===== config.mk =====
export PLATFORM = sky130hd
export DESIGN_NAME = branch_predictor_gshare
export DESIGN_NICKNAME = d
export VERILOG_FILES = /design/src/rtl/bp_pkg.sv /design/src/rtl/bp_ghr.sv /design/src/rtl/branch_predictor_gshare.sv
export SDC_FILE = /design/constraint.sdc
export NUM_CORES = 2
export LEC_CHECK = 0
export ABC_AREA = 1
export CORE_AREA = 2 2 730 441
export CTS_CLUSTER_SIZE = 30
export DETAILED_ROUTE_END_ITERATION = 10
export DIE_AREA = 0 0 732 443
export MAX_ROUTING_LAYER = met4
export PLACE_DENSITY = 0.56
export SYNTH_ARGS = -nofsm -noshare
export SYNTH_HDL_FRONTEND = slang
export SYNTH_HIERARCHICAL = 1
export SYNTH_SLANG_ARGS = --single-unit

===== constraint.sdc =====
create_clock -name clk -period 85 [get_ports clk]
set_input_delay 17 -clock clk [delete_from_list [all_inputs] [get_ports clk]]
set_output_delay 17 -clock clk [all_outputs]
set_load 0.005 [all_outputs]

===== src/rtl/bp_pkg.sv =====
// Shared types and helpers for the gshare branch predictor.
// Holds the sweep FSM state encoding and the saturating-counter arithmetic.
package bp_pkg;

  typedef enum logic {
    BP_INIT = 1'b0,
    BP_RUN  = 1'b1
  } bp_state_e;

  // Widest counter the helpers support; callers zero-extend into this width.
  localparam int unsigned BP_CNT_MAX_WIDTH = 4;

  // Next value of a width-bit saturating counter after one resolved branch.
  function automatic logic [BP_CNT_MAX_WIDTH-1:0] sat_next(
    input logic [BP_CNT_MAX_WIDTH-1:0] cnt,
    input logic                        taken,
    input int unsigned                 width
  );
    logic [BP_CNT_MAX_WIDTH-1:0] max_v;
    max_v = BP_CNT_MAX_WIDTH'((1 << width) - 1);
    if (taken) begin
      sat_next = (cnt == max_v) ? cnt : cnt + 1'b1;
    end else begin
      sat_next = (cnt == '0) ? cnt : cnt - 1'b1;
    end
  endfunction

  // Weakly not-taken: one below the midpoint of the counter range.
  function automatic logic [BP_CNT_MAX_WIDTH-1:0] cnt_init(input int unsigned width);
    cnt_init = BP_CNT_MAX_WIDTH'((1 << (width - 1)) - 1);
  endfunction

endpackage


===== src/rtl/bp_ghr.sv =====
// Global history register for the gshare predictor.
// Shifts speculatively on each consumed prediction; a resolved mispredict
// rebuilds history from the snapshot carried down the pipe and wins over
// a same-cycle speculative shift. Held while run_i is low.
module bp_ghr #(
  parameter int unsigned GHR_WIDTH = 10
) (
  input  logic                 clk_i,
  input  logic                 reset_i,
  input  logic                 run_i,
  input  logic                 predict_valid_i,
  input  logic                 predict_taken_i,
  input  logic                 update_en_i,
  input  logic                 mispredict_i,
  input  logic [GHR_WIDTH-1:0] ex_ghr_i,
  input  logic                 actual_taken_i,
  output logic [GHR_WIDTH-1:0] ghr_o
);

  logic [GHR_WIDTH-1:0] ghr_q, ghr_d;
  logic [GHR_WIDTH-1:0] spec_shift, recover_shift;

  // A one-bit history simply becomes the newest outcome.
  generate
    if (GHR_WIDTH == 1) begin : g_narrow
      assign spec_shift    = predict_taken_i;
      assign recover_shift = actual_taken_i;
    end else begin : g_wide
      assign spec_shift    = {ghr_q[GHR_WIDTH-2:0], predict_taken_i};
      assign recover_shift = {ex_ghr_i[GHR_WIDTH-2:0], actual_taken_i};
    end
  endgenerate

  // Next history: recovery first, then speculative shift, else hold.
  always_comb begin
    ghr_d = ghr_q;
    if (run_i) begin
      if (update_en_i && mispredict_i) begin
        ghr_d = recover_shift;
      end else if (predict_valid_i) begin
        ghr_d = spec_shift;
      end
    end
  end

  // History register with synchronous clear.
  always_ff @(posedge clk_i) begin
    if (reset_i) begin
      ghr_q <= '0;
    end else begin
      ghr_q <= ghr_d;
    end
  end

  assign ghr_o = ghr_q;

endmodule


===== src/rtl/branch_predictor_gshare.sv =====
// gshare direction predictor: table of saturating counters indexed by
// PC[IB+1:2] XOR global history. The table has no reset; a sweep FSM writes
// the initial value into every entry after reset before ready rises.
// Optional build macro BP_PERF_CNT_EN adds saturating lookup/mispredict counters.
//
// Handshake: a prediction is consumed when predict_valid is high in a cycle
// where ready is high; update_en qualifies ex_pc/ex_ghr/actual_taken/mispredict
// for one cycle and is honoured only while ready is high.
module branch_predictor_gshare
  import bp_pkg::*;
#(
  parameter int unsigned NUM_ENTRIES = 1024,
  parameter int unsigned PC_WIDTH    = 32,
  parameter int unsigned CNT_WIDTH   = 2,
  parameter int unsigned GHR_WIDTH   = 10
) (
  input  logic                 clk,
  input  logic                 reset,
  input  logic [PC_WIDTH-1:0]  pc,
  input  logic                 predict_valid,
  output logic                 predict_taken,
  output logic [GHR_WIDTH-1:0] predict_ghr,
  output logic                 ready,
  input  logic                 update_en,
  input  logic [PC_WIDTH-1:0]  ex_pc,
  input  logic [GHR_WIDTH-1:0] ex_ghr,
  input  logic                 actual_taken,
  input  logic                 mispredict,
  output bp_state_e            dbg_state
`ifdef BP_PERF_CNT_EN
  ,
  output logic [31:0]          perf_lookups,
  output logic [31:0]          perf_mispredicts
`endif
);

  localparam int unsigned IB = $clog2(NUM_ENTRIES);
  localparam logic [CNT_WIDTH-1:0] CINIT = CNT_WIDTH'(cnt_init(CNT_WIDTH));
  localparam logic [IB-1:0] LAST_IDX = IB'(NUM_ENTRIES - 1);

  bp_state_e            state_q;
  logic [IB-1:0]        ptr_q;
  logic                 ready_q;
  logic [CNT_WIDTH-1:0] cnt_table_q [NUM_ENTRIES];

  logic [GHR_WIDTH-1:0] ghr;
  logic [IB-1:0]        idx, ex_idx;
  logic [CNT_WIDTH-1:0] upd_val;

  assign idx    = pc[IB+1:2]    ^ IB'(ghr);
  assign ex_idx = ex_pc[IB+1:2] ^ IB'(ex_ghr);
  assign upd_val = CNT_WIDTH'(sat_next(BP_CNT_MAX_WIDTH'(cnt_table_q[ex_idx]),
                                       actual_taken, CNT_WIDTH));

  // Sweep FSM: walk every entry once after reset, then stay in RUN.
  always_ff @(posedge clk) begin
    if (reset) begin
      state_q <= BP_INIT;
      ptr_q   <= '0;
      ready_q <= 1'b0;
    end else begin
      case (state_q)
        BP_INIT: begin
          ptr_q <= ptr_q + 1'b1;
          if (ptr_q == LAST_IDX) begin
            state_q <= BP_RUN;
            ready_q <= 1'b1;
          end
        end
        default: begin
          state_q <= BP_RUN;
          ready_q <= 1'b1;
        end
      endcase
    end
  end

  // Single table write port: sweep writes in INIT, training writes in RUN.
  always_ff @(posedge clk) begin
    if (!reset) begin
      if (state_q == BP_INIT) begin
        cnt_table_q[ptr_q] <= CINIT;
      end else if (update_en) begin
        cnt_table_q[ex_idx] <= upd_val;
      end
    end
  end

  bp_ghr #(
    .GHR_WIDTH (GHR_WIDTH)
  ) u_ghr (
    .clk_i           (clk),
    .reset_i         (reset),
    .run_i           (ready_q),
    .predict_valid_i (predict_valid),
    .predict_taken_i (predict_taken),
    .update_en_i     (update_en),
    .mispredict_i    (mispredict),
    .ex_ghr_i        (ex_ghr),
    .actual_taken_i  (actual_taken),
    .ghr_o           (ghr)
  );

  // Prediction reads the pre-update counter; no bypass from a same-cycle write.
  assign predict_taken = ready_q & cnt_table_q[idx][CNT_WIDTH-1];
  assign predict_ghr   = ghr;
  assign ready         = ready_q;
  assign dbg_state     = state_q;

`ifdef BP_PERF_CNT_EN
  logic [31:0] perf_lookups_q, perf_mispredicts_q;

  // Saturating event counters, active only once the table is live.
  always_ff @(posedge clk) begin
    if (reset) begin
      perf_lookups_q     <= '0;
      perf_mispredicts_q <= '0;
    end else if (ready_q) begin
      if (predict_valid && (perf_lookups_q != 32'hFFFF_FFFF)) begin
        perf_lookups_q <= perf_lookups_q + 32'd1;
      end
      if (update_en && mispredict && (perf_mispredicts_q != 32'hFFFF_FFFF)) begin
        perf_mispredicts_q <= perf_mispredicts_q + 32'd1;
      end
    end
  end

  assign perf_lookups     = perf_lookups_q;
  assign perf_mispredicts = perf_mispredicts_q;
`endif

endmodule

==> results.txt <==
The flow ran to the end, and the final reports show no timing, DRC or antenna violations. In this run the cell area of the synthesized design comes to 101000 sq um. In the global route stage, overall resource usage came out at 23.1%.

IR analysis of the VDD net gives a maximum drop of 16.9 uV. The proportion of synthesized flip-flops having asynchronous set or reset came out at 0%. The max-capacitance violation count was 0. Setup repair after global routing left no endpoint under its margin. The synthesized design contains 2070 register bits.

After detailed routing, the number of vias per cell comes to 5.44. After technology mapping, the gate count stands at 11100. Counting every net in the synthesized netlist gives 11200.

The category of the most critical setup path was in2out. The die is 443 um tall. After clock tree synthesis, the clock-pin slew on the worst setup and hold paths is 0.07 ns. In the final routed layout, each cell accounts on average for 24.9 um.

For the pin with the worst max-slew slack, the measured transition is 1.28 ns. The die covers 324000 sq um. The first global-routing pass estimated 540000 um of wire.

The path class of the tightest hold or removal check is reg2reg. TritonCTS built the clock tree. The horizontal extent of the die is 732 um, and the maximum buffer depth of the clock tree is 4. The total instance count after detailed placement was 14700; the number of non-filler instances in the completed layout was 15100. The logs give 31.8% for the initial standard-cell utilization of the core and 0 for the hold-fix buffer count after cts.

CTS saw 2070 sinks. Via count of the first global-routing pass: 74800. For this run, the post-layout net count is 10800.

Worst hold slack across all endpoints: 0.506 ns. The number of endpoints with negative hold slack in the final report was 0; the clock latency reported for the late side of the worst-skew pair was 0.90 ns. The logs give 61.1% for the sequential cell area fraction in the yosys report and 4 for the deepest level of the CTS H-tree.

The highest fanout seen on the critical path came out at 130. On the critical path the largest part of the delay comes from buffers and inverters. The number of buffer cells added on primary ports works out to 48.

The library cell used most frequently in the layout, excluding fill and tap cells, is nand3_1. Setup violations remaining at the end of the flow were counted as 0. In this run, the number of DRC markers left after iteration 0 of detailed routing was 12600. The via count of the routed design was 82100; the largest net degree at the start of global routing was 200.

The tools report the I/O pin count as 93. Routability-driven placement finished with a final weighted congestion of 0.848. Timing would allow up to 0.0245 GHz. The tools report the initial antenna violation count as 26. Traced cell by cell, the critical path runs through clkdlybuf4s50_1 > inv_1 > nand2_1 > nand2_4 > inv_8 > buf_12 > buf_4 > buf_4 > nand2_1 > nand3_1 > nand3_1 > nand3_1 > nand3_1 > nand3_1 > nand3_1 > nand3_1 > nand2_1 > a31oi_1 > nor3_1 > nor2_1 > clkdlybuf4s50_1. STA classifies the critical path endpoint as a primary output. The average cell area after synthesis works out to 9.11 sq um. Global routing finished with a remaining overflow of 0. For this block, the routed nets add up to 375000 um of wire. In this run, post-CTS repair resized a total of 0 instances.

In the finished design, the share of the clock period the worst path needs comes to 47.9%. Detailed placement finished with a half-perimeter wire length of 195000 um. The final cell area excluding filler cells is 112000 sq um, and the total cell area at the placement stage is 106000 sq um. Setup total negative slack on the finished layout was measured at 0 ns. Cells with a size suffix above 1 make up 7.15% of the layout.

The Yosys step of the flow raised 6 warnings. Power spread over the standard cell area amounts to 19.9 nW/um^2. The count of nets left with antenna violations once routing finished came out at 0. Across the routed clock network, the largest skew measured is 0.0553 ns. The relative slew slack was 14.6%; the required time reported for the critical path endpoint was 68.00 ns. The number of distinct library cells after synthesis is 33.

The initialized floorplan defines 161 standard-cell rows. The top cell types in the final layout, fill and taps aside, are nand3_1 (3034), nand2_1 (2838), edfxtp_1 (2048). Among all stages on the critical path, the largest delay is contributed by buf_4.

The logs give 191 for the number of CTS-inserted buffers and 0 for the count of unresolved DRC violations after routing. The routed design could run at a clock period as short as 40.74 ns. Data arrival time of the critical path: 23.74 ns. On the worst path, the slowest cell contributes a delay of 0.73 ns.

For this design the static power due to leakage is 40.8 nW. The first detailed-routing pass took 9 iterations. The run gives 318000 sq um as the core footprint. The most numerous cell type found on the critical path is nand3_1. Number of enable-type register cells in the synthesized netlist: 2048. The number of buffers and inverters on the critical path is 7.

The number of buffers inserted to repair setup after CTS is 0, and the area added between synthesis and finish is 10.2%. CTS placed an instance of clkbuf_16 at the clock tree root. The tools report the final-report max-slew violation count as 0. The most used flip-flop cell after synthesis is edfxtp_1. The tools report the startpoint type of the worst setup path as a primary input.
## area by class of cell
cell class | count | area, sq um
clock buffer | 236 | 5100
sequential | 2070 | 61900
inverter | 791 | 3020
tap | 4238 | 5300
clock inverter | 92 | 842
antenna | 14 | 35.0
timing repair buffer | 247 | 2220
fill | 32200 | 207000
multi-input combinational | 7401 | 33200
## cell usage after synthesis (2+ instances only)
master | n | area share (%)
nand3_1 | 3049 | 15
nand2_1 | 2859 | 11
edfxtp_1 | 2048 | 61
nor2_1 | 1086 | 4.0
inv_1 | 782 | 2.9
clkbuf_1 | 418 | 1.5
buf_2 | 334 | 1.6
or2_2 | 243 | 1.5
buf_1 | 95 | 0.35
o211ai_1 | 56 | 0.41
or2_0 | 29 | 0.18
dfxtp_1 | 22 | 0.43
nor3_1 | 19 | 0.094
xnor2_1 | 16 | 0.14
buf_4 | 13 | 0.096
o21ai_0 | 9 | 0.044
a21oi_1 | 8 | 0.040
inv_2 | 8 | 0.030
nor2_2 | 6 | 0.037
o21ai_1 | 5 | 0.025
a31oi_1 | 4 | 0.025
o21ai_2 | 3 | 0.026
nand2_2 | 2 | 0.012
## metal layers
metal,global-route usage [%],share of wire [%]
met1,33.4,43
met2,31.5,40
met3,6.09,13
met4,6.47,3.1
met5,-,0
## cells by family after synthesis
group | synth area share (%)
buf+inv | 6.59
xor+xnor | 0.154
simple gates | 31.5
compound gates | 0.574
flops | 61.1
fa+ha+maj | 0.0123
## worst reg2reg max path: cells and delay by family, from the launching register on
| kind | cells | cell delay (ns) |
|---|---|---|
| flops | 1 | 0.40 |
| simple gates | 12 | 2.76 |
| buf+inv | 4 | 3.13 |
## sequential cells by signal (all words and copies together), names as in the netlist
register     flops
ready            1
cnt_table_q   2048
u_ghr/ghr_o     10
ptr_q           10
dbg_state        1
## power breakdown
part	total (mW)	switching (mW)	leakage, nW	internal, mW
registers	1.10	0.000176	21.9	1.10
logic	0.243	0.181	16.0	0.0613
clock network	0.876	0.403	2.90	0.473
## path summary, 6_finish.rpt
path                                     startpoint                   to  slack (ns)  cells after the start
worst max-delay path                          pc[2]        predict_taken       44.26                     21
worst min-delay path                       ptr_q[7]             ptr_q[7]        0.51                      2
worst min register to register             ptr_q[7]             ptr_q[7]        0.51                      2
worst max register to register  cnt_table_q[842][0]  cnt_table_q[223][0]       78.38                     16
## per-stage QoR
| stage | utilization, % | setup WS, ns | power (mW) |
|---|---|---|---|
| after global routing | 35.1 | 44.08 | 2.28 |
| final | 35.1 | 44.26 | 2.22 |
| after detailed placement | 33.2 | 44.54 | 1.36 |
| after global placement | 33.2 | 44.53 | 1.36 |
| after CTS | 35.0 | 44.53 | 2.22 |
| after floorplan | - | 33.51 | 1.27 |
No activity file was read; power rests on OpenSTA's default activity.
